==> config.mk <==
export PLATFORM = sky130hd
export DESIGN_NAME = g_output_splitter_flat
export DESIGN_NICKNAME = d
export VERILOG_FILES = /design/src/rtl/g_output_splitter_pkg.sv /design/src/rtl/g_output_splitter_if.sv /design/src/rtl/g_output_splitter_channel.sv /design/src/rtl/g_output_splitter.sv /design/src/flat_wrapper.sv
export SDC_FILE = /design/constraint.sdc
export NUM_CORES = 1
export LEC_CHECK = 0
export CAP_MARGIN = 10
export CELL_PAD_IN_SITES_DETAIL_PLACEMENT = 0
export CELL_PAD_IN_SITES_GLOBAL_PLACEMENT = 1
export CORE_ASPECT_RATIO = 2
export CORE_UTILIZATION = 42
export DETAILED_ROUTE_END_ITERATION = 8
export GPL_TIMING_DRIVEN = 0
export PLACE_DENSITY_LB_ADDON = 0.2
export SYNTH_ARGS = -nofsm -noshare
export SYNTH_HDL_FRONTEND = slang
export SYNTH_SLANG_ARGS = --single-unit
==> constraint.sdc <==
create_clock -name clk -period 23.6 [get_ports clk]
set_input_delay 5.9 -clock clk [delete_from_list [all_inputs] [get_ports clk]]
set_output_delay 5.9 -clock clk [all_outputs]
set_load 0.01 [all_outputs]
==> src/rtl/g_output_splitter_pkg.sv <==
// ---------------------------------------------------------------------------
// g_output_splitter_pkg
// Shared Kyber constants for the G-hash output splitter: digest/half/word
// geometry, the splitter FSM state encoding, and a helper that turns a word
// index into a bit offset inside one 256-bit half.
// ---------------------------------------------------------------------------
package g_output_splitter_pkg;

  localparam int D_SIZE  = 512;              // SHA3-512 digest width
  localparam int HALF    = 256;              // width of rho and of sigma
  localparam int WORD_W  = 32;               // streamed word width
  localparam int N_WORDS = HALF / WORD_W;    // words per half (8)

  localparam int IDX_W  = $clog2(N_WORDS);   // word counter width (3)
  localparam int BASE_W = $clog2(HALF);      // bit offset width inside a half (8)

  localparam logic [IDX_W-1:0] LAST_IDX = IDX_W'(N_WORDS - 1);

  typedef enum logic [1:0] {
    ST_IDLE   = 2'b00,
    ST_STREAM = 2'b01,
    ST_FIN    = 2'b10
  } state_t;

  // First bit of word k inside a half. WORD_W is a power of two, so the
  // offset is the word index with log2(WORD_W) zeros appended.
  function automatic logic [BASE_W-1:0] word_base(input logic [IDX_W-1:0] k);
    return {k, {(BASE_W - IDX_W){1'b0}}};
  endfunction

endpackage

==> src/rtl/g_output_splitter_if.sv <==
// ---------------------------------------------------------------------------
// g_output_splitter_if
// Bundles the digest capture handshake and the two word-stream channels of
// the G-hash output splitter.
//   z_in/z_valid/z_ready         : digest capture from the SHA3-512 stage
//   rho_data/valid/ready/last    : rho stream to the matrix sampler
//   sigma_data/valid/ready/last  : sigma stream to the CBD noise sampler
//   done                         : one-cycle pulse, both halves transferred
//   drop_err                     : sticky, a digest strobe arrived while busy
// master = the surrounding datapath, slave = the splitter.
// ---------------------------------------------------------------------------
interface g_output_splitter_if;
  import g_output_splitter_pkg::*;

  logic [0:D_SIZE-1] z_in;          // bit 0 is the first digest bit
  logic              z_valid;
  logic              z_ready;

  logic [WORD_W-1:0] rho_data;
  logic              rho_valid;
  logic              rho_ready;
  logic              rho_last;

  logic [WORD_W-1:0] sigma_data;
  logic              sigma_valid;
  logic              sigma_ready;
  logic              sigma_last;

  logic              done;
  logic              drop_err;

  modport master (
    output z_in, z_valid, rho_ready, sigma_ready,
    input  z_ready, rho_data, rho_valid, rho_last,
           sigma_data, sigma_valid, sigma_last, done, drop_err
  );

  modport slave (
    input  z_in, z_valid, rho_ready, sigma_ready,
    output z_ready, rho_data, rho_valid, rho_last,
           sigma_data, sigma_valid, sigma_last, done, drop_err
  );

endinterface

==> src/rtl/g_output_splitter_channel.sv <==
// ---------------------------------------------------------------------------
// g_word_channel
// Streams one 256-bit half as eight 32-bit words over a valid/ready channel.
// Word k is half[32k : 32k+31], with half[32k] on data[31].
//   clk, rst   : clock, asynchronous active-high reset
//   start      : capture strobe from the top; rewinds the channel
//   active     : top FSM is streaming
//   half       : the buffered half (rho or sigma)
//   ready      : consumer accepts the current word
//   data       : current word, indexed combinationally by the counter
//   valid      : word available (active and not yet finished)
//   last       : current word is the final one
//   chan_done  : all eight words transferred since the last start
// ---------------------------------------------------------------------------
module g_word_channel
  import g_output_splitter_pkg::*;
(
  input  logic              clk,
  input  logic              rst,
  input  logic              start,
  input  logic              active,
  input  logic [0:HALF-1]   half,
  input  logic              ready,
  output logic [WORD_W-1:0] data,
  output logic              valid,
  output logic              last,
  output logic              chan_done
);

  logic [IDX_W-1:0] cnt_q;
  logic             done_q;
  logic             xfer;

  assign valid     = active && !done_q;
  assign last      = valid && (cnt_q == LAST_IDX);
  assign xfer      = valid && ready;
  assign chan_done = done_q;

  // Ascending source slice onto a descending word: the lowest-numbered
  // buffer bit lands on the MSB.
  assign data = half[word_base(cnt_q) +: WORD_W];

  // NOTE: sequential state is written with non-blocking assignments so every
  // register samples the pre-edge values of the others.
  always_ff @(posedge clk or posedge rst) begin
    if (rst) begin
      cnt_q  <= '0;
      done_q <= 1'b0;
    end else if (start) begin
      cnt_q  <= '0;
      done_q <= 1'b0;
    end else if (xfer) begin
      // The done flag, not counter wrap, ends the stream; the counter
      // parks on the last index until the next start.
      if (cnt_q == LAST_IDX) begin
        done_q <= 1'b1;
      end else begin
        cnt_q <= cnt_q + 1'b1;
      end
    end
  end

endmodule

==> src/rtl/g_output_splitter.sv <==
// ---------------------------------------------------------------------------
// g_output_splitter
// Captures the 512-bit G-hash digest Z and streams rho = Z[0:255] and
// sigma = Z[256:511] as eight 32-bit words each on two independent
// valid/ready channels.
//   clk  : clock
//   rst  : asynchronous, active-high reset
//   bus  : g_output_splitter_if.slave (capture handshake, rho and sigma
//          streams, done pulse, sticky drop_err)
// FSM: IDLE (ready to capture) -> STREAM (channels run) -> FIN (done pulse).
// ---------------------------------------------------------------------------
module g_output_splitter
  import g_output_splitter_pkg::*;
(
  input  logic               clk,
  input  logic               rst,
  g_output_splitter_if.slave bus
);

  state_t            state_q;
  state_t            state_d;
  logic [0:D_SIZE-1] buf_q;
  logic              drop_q;

  logic              capture;
  logic              streaming;
  logic              rho_done;
  logic              sigma_done;
  logic              rho_fin;
  logic              sigma_fin;

  assign capture   = (state_q == ST_IDLE) && bus.z_valid;
  assign streaming = (state_q == ST_STREAM);

  // A channel counts as finished if its flag is already set or its last
  // word is being accepted on this edge; this lets FIN follow the final
  // transfer directly instead of one cycle later.
  assign rho_fin   = rho_done   || (bus.rho_last   && bus.rho_ready);
  assign sigma_fin = sigma_done || (bus.sigma_last && bus.sigma_ready);

  // NOTE: the capture buffer is reset as well, so the data outputs read
  // zero out of reset rather than stale or unknown contents.
  always_ff @(posedge clk or posedge rst) begin
    if (rst) begin
      state_q <= ST_IDLE;
      buf_q   <= '0;
      drop_q  <= 1'b0;
    end else begin
      state_q <= state_d;
      if (capture) begin
        buf_q <= bus.z_in;
      end
      // Any strobe outside IDLE (including the FIN cycle) is lost.
      if (bus.z_valid && (state_q != ST_IDLE)) begin
        drop_q <= 1'b1;
      end
    end
  end

  // NOTE: next state gets its default before the case so no path through
  // the block leaves it unassigned and no latch is inferred.
  always_comb begin
    state_d = state_q;
    case (state_q)
      ST_IDLE:   if (bus.z_valid) state_d = ST_STREAM;
      ST_STREAM: if (rho_fin && sigma_fin) state_d = ST_FIN;
      ST_FIN:    state_d = ST_IDLE;
      default:   state_d = ST_IDLE;
    endcase
  end

  g_word_channel u_rho (
    .clk       (clk),
    .rst       (rst),
    .start     (capture),
    .active    (streaming),
    .half      (buf_q[0 +: HALF]),
    .ready     (bus.rho_ready),
    .data      (bus.rho_data),
    .valid     (bus.rho_valid),
    .last      (bus.rho_last),
    .chan_done (rho_done)
  );

  g_word_channel u_sigma (
    .clk       (clk),
    .rst       (rst),
    .start     (capture),
    .active    (streaming),
    .half      (buf_q[HALF +: HALF]),
    .ready     (bus.sigma_ready),
    .data      (bus.sigma_data),
    .valid     (bus.sigma_valid),
    .last      (bus.sigma_last),
    .chan_done (sigma_done)
  );

  assign bus.z_ready  = (state_q == ST_IDLE);
  assign bus.done     = (state_q == ST_FIN);
  assign bus.drop_err = drop_q;

endmodule

==> src/flat_wrapper.sv <==
// flat-port wrapper written by rule: the top's interface ports become plain ports
module g_output_splitter_flat import g_output_splitter_pkg::*;
  (clk, rst, bus_z_in, bus_z_valid, bus_rho_ready, bus_sigma_ready, bus_z_ready, bus_rho_data, bus_rho_valid, bus_rho_last, bus_sigma_data, bus_sigma_valid, bus_sigma_last, bus_done, bus_drop_err);
  g_output_splitter_if bus_i ();
  input  logic clk;
  input  logic rst;
  input wire logic [$bits(bus_i.z_in)-1:0] bus_z_in;
  input wire logic [$bits(bus_i.z_valid)-1:0] bus_z_valid;
  input wire logic [$bits(bus_i.rho_ready)-1:0] bus_rho_ready;
  input wire logic [$bits(bus_i.sigma_ready)-1:0] bus_sigma_ready;
  output wire logic [$bits(bus_i.z_ready)-1:0] bus_z_ready;
  output wire logic [$bits(bus_i.rho_data)-1:0] bus_rho_data;
  output wire logic [$bits(bus_i.rho_valid)-1:0] bus_rho_valid;
  output wire logic [$bits(bus_i.rho_last)-1:0] bus_rho_last;
  output wire logic [$bits(bus_i.sigma_data)-1:0] bus_sigma_data;
  output wire logic [$bits(bus_i.sigma_valid)-1:0] bus_sigma_valid;
  output wire logic [$bits(bus_i.sigma_last)-1:0] bus_sigma_last;
  output wire logic [$bits(bus_i.done)-1:0] bus_done;
  output wire logic [$bits(bus_i.drop_err)-1:0] bus_drop_err;
  assign bus_i.z_in = bus_z_in;
  assign bus_i.z_valid = bus_z_valid;
  assign bus_i.rho_ready = bus_rho_ready;
  assign bus_i.sigma_ready = bus_sigma_ready;
  assign bus_z_ready = bus_i.z_ready;
  assign bus_rho_data = bus_i.rho_data;
  assign bus_rho_valid = bus_i.rho_valid;
  assign bus_rho_last = bus_i.rho_last;
  assign bus_sigma_data = bus_i.sigma_data;
  assign bus_sigma_valid = bus_i.sigma_valid;
  assign bus_sigma_last = bus_i.sigma_last;
  assign bus_done = bus_i.done;
  assign bus_drop_err = bus_i.drop_err;
  g_output_splitter u_core (.clk(clk), .rst(rst), .bus(bus_i));
endmodule
==> impl_metrics.yaml, run 1 <==
synth:
  netlist-cell-type-count: 25
  synth.top_cell.area_share_pct: 52.9
  ys_seq_elements: 523
  synth_enable_flop_cells: 0
  syn_area_per_cell_um2: 18.0
  synth-seq-area-share_pct: 52.9
  post_synth_inst_count: 1372
  synth.net_count: 1893
  synth_area_um2: 24800
  synth-async-reset-ratio_pct: 100
  netlist_top_cells_area: "dfrtp_1, mux2_4, mux4_2"
  synth_largest_area_cell: "dfrtp_1"
  synth-main-ff-cell: "dfrtp_1"
  ys_warn_count: 0
placement:
  dp_hpwl_um: 59700
  global_placement_routability_congestion: 0.845
  detailedPlace.worstSlack_ns: 14.79
  portbufs: 587
grt:
  grt_util_all_layers_pct: 26.3
  grt_remaining_overflow: 0
  first_global_vias: 17008
  grt_max_degree: 132
  grt_pass1_wl_um: 115000
  grt_antenna_before_repair: 25
drt:
  wl_per_cell_um: 27.7
  route.antenna.remaining_nets: 0
  drt_iter0_drc: 627
  final_wirelength_um: 78300
  vias: 14774
  first_pass_iters: 4
  drc: 0
  via_per_inst: 5.24
cts:
  cts_hold_buffers: 0
  max-clock-path-buffers: 3
  h-tree-depth: 2
  cts.clk_slew.worst_paths_ns: 0.07
  clkSinkCount: 523
  cts_resized: 0
  cts_inserted_buffers: 49
  buffers_inserted_by_post_cts_timing_repair: 0
  clock_tree.root_cell: "clkbuf_16"
  worstSkewPairLatency_ns: 0.59
  tritoncts_clock_tree: "built"
sta:
  grt_setup_unrepaired: "no"
  achievable-frequency_mhz: 107
  finalWorstSetupSlack_ns: 14.28
  finalWorstPathRequiredPeriod_ns: 9.32
  clock-skew-final_ns: 0.0150
  worst_slew_pin_slew_ns: 1.02
  finalHoldViolations: 0
  maxSlewHeadroom_pct: 31.7
  fin_crit_sh_pct: 39.5
  maxSlewViolCount: 0
  setup_viol: 0
cells_and_area:
  fin_nets: 2535
  mostFrequentLayoutCells: "clkdlybuf4s50_1, dfrtp_1, mux2_4"
  layout-drive-gt1-share_pct: 41.8
  final_core_util_pct: 57.3
  layout_commonest_cell: "clkdlybuf4s50_1"
  synth_to_layout_area_growth_pct: 34.6
critical_path:
  setup.worst_path.class: "register to primary output"
  critical_path_required_ns: 17.70
  ff2ff_setup_slack_ns: 21.44
  maximum_net_fanout_on_the_critical_path: 10
  worst_setup_path_end_kind: "primary output"
  start_kind: "register"
  crit_arrival_ns: 3.42
floorplanning:
  die-area_um2: 60000
  start_util_pct: 42.6
  design.core.area_um2: 58200
  die_h_um: 345
  fp.dieW_um: 174
  io-pin-count: 588
  floorplan.rows: 125
power:
  peakVddDrop_mv: 0.0768
  pwr_density_cell_nw_per_um2: 131
  total_leakage_power_nw: 14.9
min_path:
  hold_path_class: "register to register"
job:
  timing.max_cap.violations: 0
run_status:
  outcome: "complete, no violations"
[metal layers]
metal  vias to the layer above  part of all wire (%)  global-route usage [%]
li1                       6406                     -                       -
met1                      7616                    36                    28.9
met2                       586                    52                    47.2
met3                       134                   8.6                    8.75
met4                        32                   2.9                    8.77
met5                         -                  0.27                       0
[critical path: stages (launching register included)]
cell and delay, ns:
dfrtp_1 0.39, buf_2 0.32, buf_1 0.80, mux4_2 0.47
mux2_2 0.28, clkdlybuf4s50_1 0.56
[Yosys cell counts, types with 3 or more instances]
library cell / instances
buf_6: 40
mux2_2: 229
nand2b_1: 4
nand3_1: 4
a21oi_1: 8
buf_2: 30
clkbuf_1: 16
mux4_2: 128
o21ai_0: 6
dfrtp_1: 523
buf_1: 7
nor2_1: 5
mux2_4: 347
and2_1: 3
ha_1: 4
inv_1: 4
[per-stage QoR]
| stage | cell area (µm²) | total power, W | cells | setup TNS [ns] | hold slack (ns) |
|---|---|---|---|---|---|
| 2_1_floorplan | 24800 | 0.00283 | 1372 | 0 | 0.474 |
| 3_3_place_gp | 31600 | 0.00351 | 2721 | -1561.16 | 0.459 |
| 3_5_place_dp | 31700 | 0.00356 | 2725 | 0 | 0.471 |
| 4_1_cts | 33300 | 0.00440 | 2812 | 0 | 0.497 |
| 5_1_grt | 33300 | 0.00457 | 2819 | 0 | 0.515 |
| 6_report | 33300 | 0.00435 | 2822 | 0 | 0.490 |
[path summary, 6_finish.rpt]
check,from,endpoint,cells after the start
max reg2reg,u_core.state_q[0],u_core.buf_q[487],5
max,u_core.u_sigma.cnt_q[2],bus_sigma_data[30],5
max in group asynchronous,rst,u_core.buf_q[278],5
min reg2reg,u_core.bus.drop_err,u_core.bus.drop_err,1
min in group asynchronous,rst,u_core.buf_q[230],2
min,u_core.bus.drop_err,u_core.bus.drop_err,1
[flip-flops by register name, summed over array words and instances, names as in the netlist]
name,flops
u_core.u_sigma.cnt_q,3
u_core.u_rho.cnt_q,3
u_core.bus.drop_err,1
u_core.state_q,2
u_core.u_sigma.chan_done,1
u_core.u_rho.chan_done,1
u_core.buf_q,512
[kinds of logic (layout without fill, tap and decap cells)]
logic type                 count (synthesis)  count (layout)  synth area share (%)
adders and majority gates                  4               4                 0.202
buffers and inverters                     98             776                  2.87
other                                      0              10                     0
AOI/OAI and AO/OA                         20              20                 0.455
DFF                                      523             523                  52.9
and+or+nand+nor                           23              23                 0.525
muxes                                    704             704                  43.1
[where the power goes]
group,switching (W),internal [W],leakage [nW]
Clock,0.000357,0.000458,0.782
Sequential,0.000263,0.00135,6.24
Combinational,0.000669,0.00125,7.87
Total,0.00129,0.00306,14.9
[area by class of cell]
class | instances | area, µm²
Fill cell | 4701 | 24800
Buffer | 94 | 694
Sequential cell | 523 | 13100
Multi-Input combinational cell | 751 | 11000
Inverter | 4 | 22.5
Clock buffer | 71 | 1410
Tap cell | 762 | 953
Antenna cell | 10 | 25.0
Timing Repair Buffer | 591 | 5990
Clock inverter | 16 | 191
Power figures use the tool's default switching activity.
==> inputs of run 2 (changes only) <==
--- a/config.mk
+++ b/config.mk
@@ -9,7 +9,7 @@
 export CELL_PAD_IN_SITES_DETAIL_PLACEMENT = 0
 export CELL_PAD_IN_SITES_GLOBAL_PLACEMENT = 1
 export CORE_ASPECT_RATIO = 2
-export CORE_UTILIZATION = 42
+export CORE_UTILIZATION = 38
 export DETAILED_ROUTE_END_ITERATION = 8
 export GPL_TIMING_DRIVEN = 0
 export PLACE_DENSITY_LB_ADDON = 0.2
==> constraint.sdc (replaced) <==
create_clock -name clk -period 8 [get_ports clk]
set_input_delay 2 -clock clk [delete_from_list [all_inputs] [get_ports clk]]
set_output_delay 2 -clock clk [all_outputs]
set_load 0.01 [all_outputs]
==> run 2 against run 1 <==
- first-iteration DRC count fell by 26%
- sequential power rose to 3.0 times the previous value
- via count rose by 0.69%
- global-route usage fell by 1.8 points
- count of clock-buffer cells in the layout fell by 2
- critical path type unchanged
- utilization fell by 4.6 points
- die area rose by 10%
- clock power rose to 3.4 times the previous value
- register-to-register slack got worse by 16 ns
- wire length rose by 2.2%
- clock skew rose by 0.0042 ns
==> impl_metrics.yaml, run 2 (synthesized netlist as in run 1, its figures left out) <==
run_status:
  outcome: "complete, no violations"
critical_path:
  critical_path_required_ns: 6.00
  critical-path-top-delay-family: "buffers and inverters"
  timing.rr.start: "u_core.state_q[1]"
  crit_slowest_cell: "clkbuf_1"
  cp_cell_sequence: "clkbuf_1 > clkbuf_1 > mux4_2 > mux2_2 > clkdlybuf4s50_1"
  critPathLaunch: "u_core.u_rho.cnt_q[2]"
  setup.worst_path.class: "register to primary output"
  critPathMostFrequentCell: "clkbuf_1"
  critical_path.n_buffers_inverters: 3
  start_kind: "register"
  critical-path-max-stage-delay_ns: 0.79
  maximum_net_fanout_on_the_critical_path: 10
  crit_arrival_ns: 3.51
  worst_setup_path_end_kind: "primary output"
cts:
  worstSkewPairLatency_ns: 0.59
  h-tree-depth: 2
  buffers_inserted_by_post_cts_timing_repair: 0
  cts.clk_slew.worst_paths_ns: 0.07
  cts_hold_buffers: 0
  tritoncts_clock_tree: "built"
  clkSinkCount: 523
  cts_resized: 0
  cts_inserted_buffers: 50
  clock_tree.root_cell: "clkbuf_16"
  max-clock-path-buffers: 3
sta:
  clock-skew-final_ns: 0.0192
  fin_crit_sh_pct: 68.8
  worst_slew_pin_slew_ns: 0.990
  finalWorstPathRequiredPeriod_ns: 5.51
  grt_setup_unrepaired: "no"
  finalHoldViolations: 0
  timing.setup.tns_ns: 0
  achievable-frequency_mhz: 182
  setup_viol: 0
  maxSlewHeadroom_pct: 34.0
  maxSlewViolCount: 0
grt:
  first_global_vias: 17217
  grt_antenna_before_repair: 34
  grt_pass1_wl_um: 117000
  grt_remaining_overflow: 0
  grt_max_degree: 44
  grt_util_all_layers_pct: 24.5
min_path:
  hold_path_class: "register to register"
  hold_path_startpoint: "u_core.bus.drop_err"
power:
  finalPower_w: 0.0132
  peakVddDrop_mv: 0.303
  pwr_density_cell_nw_per_um2: 389
  total_leakage_power_nw: 15.1
cells_and_area:
  fin_nets: 2546
  layout.cells.non_filler: 2953
  layout-drive-gt1-share_pct: 42.7
  final_core_util_pct: 52.7
  synth_to_layout_area_growth_pct: 37.3
  top_register: "u_core.buf_q"
  layout_commonest_cell: "clkdlybuf4s50_1"
  largestRegisters: "u_core.buf_q (512), u_core.u_rho.cnt_q (3), u_core.u_sigma.cnt_q (3)"
  mostFrequentLayoutCells: "clkdlybuf4s50_1, dfrtp_1, mux2_4"
  post_layout_instance_area_um2: 34000
  max_reg_flops: 512
floorplanning:
  io-pin-count: 588
  die_h_um: 363
  floorplan.rows: 132
  die-area_um2: 66200
  fp.dieW_um: 183
  start_util_pct: 38.3
  design.core.area_um2: 64600
placement:
  dp.cells: 2844
  global_placement_routability_congestion: 0.831
  placement.cell_area_um2: 32000
  dp_hpwl_um: 61500
  portbufs: 587
job:
  timing.max_cap.violations: 0
drt:
  final_wirelength_um: 80000
  first_pass_iters: 4
  drt_iter0_drc: 465
  drc: 0
  route.antenna.remaining_nets: 0
  wl_per_cell_um: 27.1
  vias: 14876
  via_per_inst: 5.04
==> run 2: routing by layer <==
layer,wire length [µm],GRT usage (%),vias to the layer above
li1,-,-,6438
met1,28200,26.1,7642
met2,41300,43.5,604
met5,273,0,-
met4,2200,8.01,42
met3,7990,10.1,150
==> run 2: worst paths after layout <==
| check | end | slack (ns) | depth (start not counted) |
|---|---|---|---|
| max in group asynchronous | u_core.buf_q[181] | 4.34 | 7 |
| max | bus_rho_data[30] | 2.49 | 5 |
| min | u_core.bus.drop_err | 0.49 | 1 |
| max reg2reg | u_core.buf_q[485] | 5.85 | 4 |
| min reg2reg | u_core.bus.drop_err | 0.49 | 1 |
| min in group asynchronous | u_core.buf_q[271] | 1.91 | 2 |
==> run 2: per-stage QoR <==
| step | setup WS [ns] | hold slack, ns |
|---|---|---|
| floorplan | -1.11 | 0.474 |
| finish | 2.49 | 0.489 |
| CTS | 2.40 | 0.501 |
| detailed placement | 3.05 | 0.471 |
| global placement | -4.59 | 0.460 |
| global route | 2.34 | 0.512 |
==> run 2: layout make-up <==
type	instances	area, µm²
Fill cell	5379	30600
Sequential cell	523	13100
Multi-Input combinational cell	751	11000
Timing Repair Buffer	601	6160
Clock buffer	69	1520
Tap cell	871	1090
Buffer	94	694
Clock inverter	25	428
Antenna cell	15	37.5
Inverter	4	18.8
==> run 2: where the power goes <==
part	internal [W]	switching, W
registers	0.00399	0.000764
clock network	0.00169	0.00110
logic	0.00371	0.00197
==> inputs of run 3 (changes only) <==
==> constraint.sdc (replaced) <==
create_clock -name clk -period 4.7 [get_ports clk]
set_input_delay 1.175 -clock clk [delete_from_list [all_inputs] [get_ports clk]]
set_output_delay 1.175 -clock clk [all_outputs]
set_load 0.01 [all_outputs]
==> run 3 against run 2 <==
- critical path depth unchanged
- clock power is 71% higher
- clock skew is 0.0015 ns lower
- count of clock-buffer cells in the layout stayed put
- utilization about the same
- die area stayed put
- combinational power is 70% higher
- worst setup slack worse by 2.3 ns
- critical endpoint is now bus_rho_data[3]
==> impl_metrics.yaml, run 3 (synthesized netlist as in run 1, its figures left out) <==
critical_path:
  crit_slowest_cell: "buf_1"
  critical_path.n_buffers_inverters: 3
  ff2ff_path_depth: 4
  worst_setup_path_end_kind: "primary output"
  maximum_net_fanout_on_the_critical_path: 10
  critical-path-top-delay-family: "buffers and inverters"
  setup.worst_path.class: "register to primary output"
  crit_arrival_ns: 3.35
  start_kind: "register"
  critical_path_required_ns: 3.52
  critical_path_depth: 5
  cp_cell_sequence: "clkbuf_1 > buf_1 > mux4_2 > mux2_2 > clkdlybuf4s50_1"
  critical-path-max-stage-delay_ns: 0.65
power:
  peakVddDrop_mv: 0.516
  pwr_density_cell_nw_per_um2: 662
  total_leakage_power_nw: 15.1
cts:
  cts.clk_slew.worst_paths_ns: 0.07
  buffers_inserted_by_post_cts_timing_repair: 0
  worstSkewPairLatency_ns: 0.59
  clkSinkCount: 523
  clock_tree.root_cell: "clkbuf_16"
  cts_resized: 2
  max-clock-path-buffers: 3
  h-tree-depth: 2
  cts_hold_buffers: 0
  tritoncts_clock_tree: "built"
  cts_inserted_buffers: 50
drt:
  drt_iter0_drc: 466
  drc: 0
  first_pass_iters: 4
  via_per_inst: 5.04
  vias: 14869
  wl_per_cell_um: 27.1
  final_wirelength_um: 80000
  route.antenna.remaining_nets: 0
cells_and_area:
  mostFrequentLayoutCells: "clkdlybuf4s50_1, dfrtp_1, mux2_4"
  layout.cells.non_filler: 2953
  layout-drive-gt1-share_pct: 42.8
  top_register: "u_core.buf_q"
  final_core_util_pct: 52.7
  synth_to_layout_area_growth_pct: 37.3
  max_reg_flops: 512
  layout_commonest_cell: "clkdlybuf4s50_1"
  largestRegisters: "u_core.buf_q (512), u_core.u_rho.cnt_q (3), u_core.u_sigma.cnt_q (3)"
  fin_nets: 2546
  filler_cell_count: 5379
sta:
  maxSlewViolCount: 0
  maxSlewHeadroom_pct: 34.1
  fin_worst_hold_slack_ns: 0.492
  clock-skew-final_ns: 0.0177
  setup_viol: 0
  timing.setup.tns_ns: 0
  finalHoldViolations: 0
  achievable-frequency_mhz: 221
  finalWorstPathRequiredPeriod_ns: 4.53
  grt_setup_unrepaired: "no"
  worst_slew_pin_slew_ns: 0.989
  fin_crit_sh_pct: 96.3
placement:
  global_placement_routability_congestion: 0.831
  dp.cells: 2844
  portbufs: 587
  dp_hpwl_um: 61500
floorplanning:
  die-area_um2: 66200
  design.core.area_um2: 64600
  io-pin-count: 588
  fp.dieW_um: 183
  die_h_um: 363
  floorplan.rows: 132
  start_util_pct: 38.3
run_status:
  outcome: "complete, no violations"
grt:
  first_global_vias: 17217
  grt_pass1_wl_um: 117000
  grt_remaining_overflow: 0
  grt_antenna_before_repair: 34
  grt_max_degree: 44
  grt_util_all_layers_pct: 24.5
job:
  timing.max_cap.violations: 0
min_path:
  timing.hold.worst_path_depth: 1
  hold_path_class: "register to register"
## run 3: cell count changes in the layout (fill, tap and decap cells not counted)
| cell | delta |
|---|---|
| clkbuf_1 | -2 |
| clkbuf_2 | +2 |
## run 3: final cells by class
cell class / instances / area [µm²] / share of cell area (%)
diodes: 15 / 37.5 / 0.110
plain buffers: 94 / 697 / 2.05
clock buffers: 69 / 1520 / 4.46
clock inverters: 25 / 428 / 1.26
inverters: 4 / 18.8 / 0.0552
multi-input cells: 751 / 11000 / 32.2
flip-flops and latches: 523 / 13100 / 38.5
well taps: 871 / 1090 / 3.21
repair buffers: 601 / 6160 / 18.1
## run 3: per-stage QoR
step	worst slack (ns)	cell area (µm²)	power (W)
final	0.174	34000	0.0225
after global routing	0.0200	34000	0.0237
after CTS	0.0189	34000	0.0228
after detailed placement	0.571	32000	0.0179
after global placement	-7.07	31700	0.0177
after floorplan	-3.58	24800	0.0142
## run 3: worst paths after layout
kind	slack, ns	from	endpoint
min in group asynchronous	1.08	rst	u_core.buf_q[271]
min	0.49	u_core.bus.drop_err	u_core.bus.drop_err
max reg2reg	2.55	u_core.state_q[1]	u_core.buf_q[485]
min reg2reg	0.49	u_core.bus.drop_err	u_core.bus.drop_err
max	0.17	u_core.u_rho.cnt_q[2]	bus_rho_data[3]
max in group asynchronous	1.86	rst	u_core.buf_q[181]
## run 3: layer usage
metal | GRT usage (%) | part of all wire, % | vias to the layer above
li1 | - | - | 6439
met1 | 26.1 | 35 | 7639
met2 | 43.5 | 52 | 601
met3 | 10.1 | 10 | 148
met4 | 8.01 | 2.7 | 42
met5 | 0 | 0.34 | -
## run 3: where the power goes
part	switching, W	leakage [nW]	total (W)	internal, W
Clock	0.00188	0.956	0.00476	0.00288
Sequential	0.00130	6.24	0.00808	0.00678
Combinational	0.00335	7.95	0.00966	0.00631
